$ cat config.mk
export PLATFORM = sky130hd
export DESIGN_NAME = assoc_cache_ctrl
export DESIGN_NICKNAME = d
export VERILOG_FILES = /design/src/rtl/assoc_cache_ctrl.sv
export SDC_FILE = /design/constraint.sdc
export NUM_CORES = 1
export LEC_CHECK = 0
export BUFFER_PORTS_ARGS = -buffer_cell sky130_fd_sc_hd__buf_2
export CAP_MARGIN = 20
export CORE_MARGIN = 4
export CORE_UTILIZATION = 65
export DETAILED_ROUTE_END_ITERATION = 7
export PLACE_DENSITY_LB_ADDON = 0.1
export SLEW_MARGIN = 20
export SYNTH_ARGS = -nofsm -noshare
export SYNTH_HDL_FRONTEND = slang
export SYNTH_SLANG_ARGS = --single-unit
$ cat constraint.sdc
create_clock -name clk -period 34.7 [get_ports clk]
set_input_delay 8.675 -clock clk [delete_from_list [all_inputs] [get_ports clk]]
set_output_delay 8.675 -clock clk [all_outputs]
set_load 0.02 [all_outputs]
$ cat src/rtl/assoc_cache_ctrl.sv
// assoc_cache_ctrl: blocking N-way set-associative read-only cache with round-robin refill,
// single-cycle flush and saturating hit/miss counters.
module assoc_cache_ctrl #(
  parameter int ADDR_W = 6,
  parameter int WORD_W = 32,
  parameter int WPL    = 4,
  parameter int SETS   = 4,
  parameter int WAYS   = 2,
  parameter int CNT_W  = 16
) (
  input  logic                  clk,
  input  logic                  rst,
  input  logic                  req_valid,
  input  logic [ADDR_W-1:0]     req_addr,
  output logic                  req_ready,
  output logic                  resp_valid,
  output logic [WORD_W-1:0]     resp_data,
  output logic                  resp_hit,
  output logic                  stall,
  output logic                  mem_req,
  output logic [ADDR_W-1:0]     mem_addr,
  input  logic                  mem_ack,
  input  logic [WPL*WORD_W-1:0] mem_rdata,
  input  logic                  flush,
  output logic [CNT_W-1:0]      hit_cnt,
  output logic [CNT_W-1:0]      miss_cnt
);
  localparam int LINE_W = WPL * WORD_W;
  localparam int OFF_W  = $clog2(WPL);
  localparam int IDX_W  = $clog2(SETS);
  localparam int TAG_W  = ADDR_W - IDX_W - OFF_W;
  localparam int WAY_W  = WAYS > 1 ? $clog2(WAYS) : 1;

  typedef enum logic [1:0] {IDLE, LOOKUP, REFILL, RESP} state_t;

  state_t             state;
  logic [ADDR_W-1:0]  addr;
  logic [WAYS-1:0]    valid  [SETS];
  logic [WAY_W-1:0]   victim [SETS];
  logic [TAG_W-1:0]   tags   [SETS][WAYS];
  logic [LINE_W-1:0]  lines  [SETS][WAYS];
  logic [TAG_W-1:0]   tag;
  logic [IDX_W-1:0]   idx;
  logic [OFF_W-1:0]   off;
  logic               hit;
  logic [WAY_W-1:0]   hit_way;
  logic [WAY_W-1:0]   vic;
  logic [WAY_W-1:0]   vic_next;

  assign {tag, idx, off} = addr;
  assign req_ready = (state == IDLE) && !flush;
  assign stall     = ~req_ready;
  assign vic       = victim[idx];
  assign vic_next  = (int'(vic) == WAYS - 1) ? '0 : vic + 1'b1;

  // Descending scan so the lowest matching way wins on an illegal multi-hit.
  always_comb begin
    hit     = 1'b0;
    hit_way = '0;
    for (int w = WAYS - 1; w >= 0; w--)
      if (valid[idx][w] && tags[idx][w] == tag) begin
        hit     = 1'b1;
        hit_way = WAY_W'(w);
      end
  end

  function automatic logic [WORD_W-1:0] pick(input logic [LINE_W-1:0] l, input logic [OFF_W-1:0] o);
    return l[LINE_W-1-WORD_W*int'(o) -: WORD_W];
  endfunction

  always_ff @(posedge clk or posedge rst) begin
    if (rst) begin
      state      <= IDLE;
      addr       <= '0;
      resp_valid <= 1'b0;
      resp_data  <= '0;
      resp_hit   <= 1'b0;
      mem_req    <= 1'b0;
      mem_addr   <= '0;
      hit_cnt    <= '0;
      miss_cnt   <= '0;
      for (int s = 0; s < SETS; s++) begin
        valid[s]  <= '0;
        victim[s] <= '0;
      end
    end else begin
      unique case (state)
        IDLE:
          if (flush) begin
            for (int s = 0; s < SETS; s++) begin
              valid[s]  <= '0;
              victim[s] <= '0;
            end
          end else if (req_valid) begin
            addr  <= req_addr;
            state <= LOOKUP;
          end
        LOOKUP:
          if (hit) begin
            resp_data  <= pick(lines[idx][hit_way], off);
            resp_hit   <= 1'b1;
            resp_valid <= 1'b1;
            hit_cnt    <= hit_cnt + CNT_W'(hit_cnt != '1);
            state      <= RESP;
          end else begin
            mem_req  <= 1'b1;
            mem_addr <= {tag, idx, OFF_W'(0)};
            miss_cnt <= miss_cnt + CNT_W'(miss_cnt != '1);
            state    <= REFILL;
          end
        REFILL:
          if (mem_ack) begin
            valid[idx][vic] <= 1'b1;
            victim[idx]     <= vic_next;
            resp_data       <= pick(mem_rdata, off);
            resp_hit        <= 1'b0;
            resp_valid      <= 1'b1;
            mem_req         <= 1'b0;
            state           <= RESP;
          end
        RESP: begin
          resp_valid <= 1'b0;
          state      <= IDLE;
        end
      endcase
    end
  end

  always_ff @(posedge clk)
    if (state == REFILL && mem_ack) begin
      tags[idx][vic]  <= tag;
      lines[idx][vic] <= mem_rdata;
    end
endmodule
==> out/summary.txt <==
status: complete, no violations
crit path DAT: 9.23 ns
Vias/cell: 6.595
fillers: 4047
Hold-fix buffers, CTS: 0
r2r endpoint: resp_data[10]$_DFFE_PP0P_
final std cells w/o fill: 3660
Mapped Cells: 2402
reg2reg path depth: 8
# resized after CTS: 0
element type at the critical path start: input port
port buffer count: 211
fmax: 55.85 MHz
drt total wl: 102800 um
unrepaired setup endpoints after global routing: no
largest net degree at the start of global routing: 173
Setup WS pre-CTS: 16.80 ns
Fin. Hold Viols: 0
hold endpoint: resp_data[17]$_DFFE_PP0P_
share of total power in sequential cells: 0.401
post-route setup slack: 16.79 ns
hold path startpoint: resp_data[17]$_DFFE_PP0P_
total track usage: 0.2807
root buf cell: clkbuf_16
Power, Total: 4.220 mW
top cells by area, synth: edfxtp_1 69%, mux4_2 13%, dfrtp_1 5.0%, nor2_1 1.9%, mux2_2 1.5%
Final Cycle Share: 0.5160
synthesized cell area: 0.04544 mm^2
first-pass GRT wire length: 155100 um
most common cell after layout, fill and taps aside: edfxtp_1
sw frac: 0.3200
Hold Path Stages: 2
Comb pwr share: 0.320
Yosys warning count: 0
TritonRoute pass-1 iters: 5
H-tree depth: 3
initial antenna violation count: 30
routed vias: 24140
Slew @ Worst Pin: 1.115 ns
post-synth cell types: 57
Final Setup Violations: 0
Antenna Nets Post-Route: 0
Reg2Reg Launch Point: addr[2]$_DFFE_PP0P_
Clock Path Buffers: 3
Main synth FF type: edfxtp_1
post-synthesis register bit count: 1131
Hold WC Path Type: flop to flop
DIE HEIGHT: 272.4 um
internal cell power: 2.869 mW
Core Region: 0.06895 mm^2
Iteration-0 DRC Markers: 2619
Worst Path Class, Setup: input port to output pin
setup bufs post-CTS: 0
min cycle time layout: 17.91 ns
max-cap viol count: 0
# nets final: 2766
critical path fanouts, max: 3
Die Span X: 272.4 um
total negative slack: 0 ns
DP Wirelength: 54520 um
Slew Viols, Final: 0
CTS tree: done
clk_lat worst skew: 0.67 ns
placed cell area: 0.04750 mm^2
total CTS buffers: 110
# rows: 96
vias in the first global route: 24670
flop2flop setup slack: 28.63 ns
Power Dens Cells: 82.52 mW/mm^2
Initial Util: 0.6591
P_sw: 1.350 mW
ratio of cells with drive above 1 in the final layout: 0.2864
DRC: 0
crit path launch: flush
GR Overflow Total: 0
Multi-input gate area: 0.01125 mm^2
Yosys top cell area share: 0.6872
worst path required time: 26.02 ns
post-route cell area: 0.05113 mm^2
GP Congestion: 0.8233
ys async rst share: 0.08046
Reg clk slew, reported paths: 0.06 ns
P_leak: 16.96 nW
Peak VDD IR: 0.00006510 V
largest area contributor in the netlist: edfxtp_1
wire per inst: 28.08 um
most frequent cells in the layout: 1040 x edfxtp_1, 260 x mux4_2, 225 x nor2_1, 211 x buf_2, 113 x clkbuf_16
sequential share of the synthesized area: 0.7373
clock sink total: 1131
Slew headroom: 0.2551
synthesized area per cell: 18.92 um^2
Clk pwr share: 0.279
P&R area growth vs syn: 12.52%
register area: 0.03352 mm^2
Final Skew: 0.02082 ns
placed cells: 3438
IO Pins: 214
EDFF count, synth: 1040
Worst Setup End Kind: output pin
total die area: 0.07421 mm^2
synthesized netlist by cell type, types with 16 or more instances:
| cell type | count |
|---|---|
| a2bb2oi_1 | 45 |
| a41oi_1 | 16 |
| inv_1 | 29 |
| mux2i_1 | 41 |
| o21a_1 | 30 |
| xnor2_1 | 18 |
| edfxtp_1 | 1040 |
| or2_2 | 17 |
| clkbuf_1 | 86 |
| nand2_1 | 64 |
| nor2_1 | 228 |
| mux4_2 | 260 |
| o21ai_0 | 72 |
| mux2_2 | 59 |
| dfrtp_1 | 91 |
| a2111oi_0 | 18 |
| nor3_1 | 71 |
| buf_2 | 44 |
cell type report:
type,count,area share
multi-input combinational,1092,0.2201
clock inverter,60,0.01082
sequential,1131,0.6555
antenna,16,0.0007830
inverter,29,0.002276
tap,931,0.02278
timing repair buffer,255,0.02834
clock buffer,146,0.05949
worst max-delay path by stage:
stage	cells after the start	to
floorplan	2	lines[0][128]$_DFFE_PP_
global placement	4	req_ready
detailed placement	4	req_ready
CTS	4	req_ready
global route	4	req_ready
finish	4	req_ready
metal layers:
| metal | track usage | wire, um | up-vias |
|---|---|---|---|
| li1 | - | - | 10170 |
| met1 | 0.4152 | 41320 | 12640 |
| met2 | 0.4399 | 49760 | 1143 |
| met3 | 0.05840 | 9490 | 166 |
| met4 | 0.07651 | 2108 | 14 |
| met5 | 0 | 80 | - |
through the flow:
step                hold slack (ns)    util
detailed placement           0.4774  0.6889
finish                       0.4905  0.7416
CTS                          0.4895  0.7411
global route                 0.4973  0.7413
global placement             0.4722  0.6888
floorplan                    0.4571       -
flip-flops by register name, summed over array words and instances, names as in the netlist:
signal      flops
hit_cnt        16
lines        1024
resp_valid      1
resp_data      32
valid           8
miss_cnt       16
victim          4
addr            6
tags           16
state           2
mem_req         1
mem_addr        4
resp_hit        1
logic make-up (layout without fill, tap and decap cells):
family / Yosys count / in the layout / share of synthesized area
xor gates and xnor gates: 34 / 34 / 0.007131
AOI/OAI and AO/OA: 238 / 238 / 0.03912
other: 1 / 18 / 0.00008252
muxes: 362 / 362 / 0.1530
DFF: 1131 / 1131 / 0.7373
buffers and inverters: 180 / 490 / 0.01699
and+or+nand+nor: 448 / 448 / 0.04416
adders and majority gates: 8 / 8 / 0.002203
critical path, stage by stage:
cell,delay (ns)
buf_2,0.11
nand2b_1,0.18
inv_1,0.10
buf_2,0.17
power groups by stage:
stage               Combinational [mW]  Sequential [mW]  Clock [mW]
floorplan                        0.950             1.73           0
global placement                  1.32             1.71           0
detailed placement                1.34             1.72           0
CTS                               1.35             1.69        1.19
global route                      1.45             1.70        1.25
finish                            1.35             1.69        1.18
No activity file was read; power rests on OpenSTA's default activity.
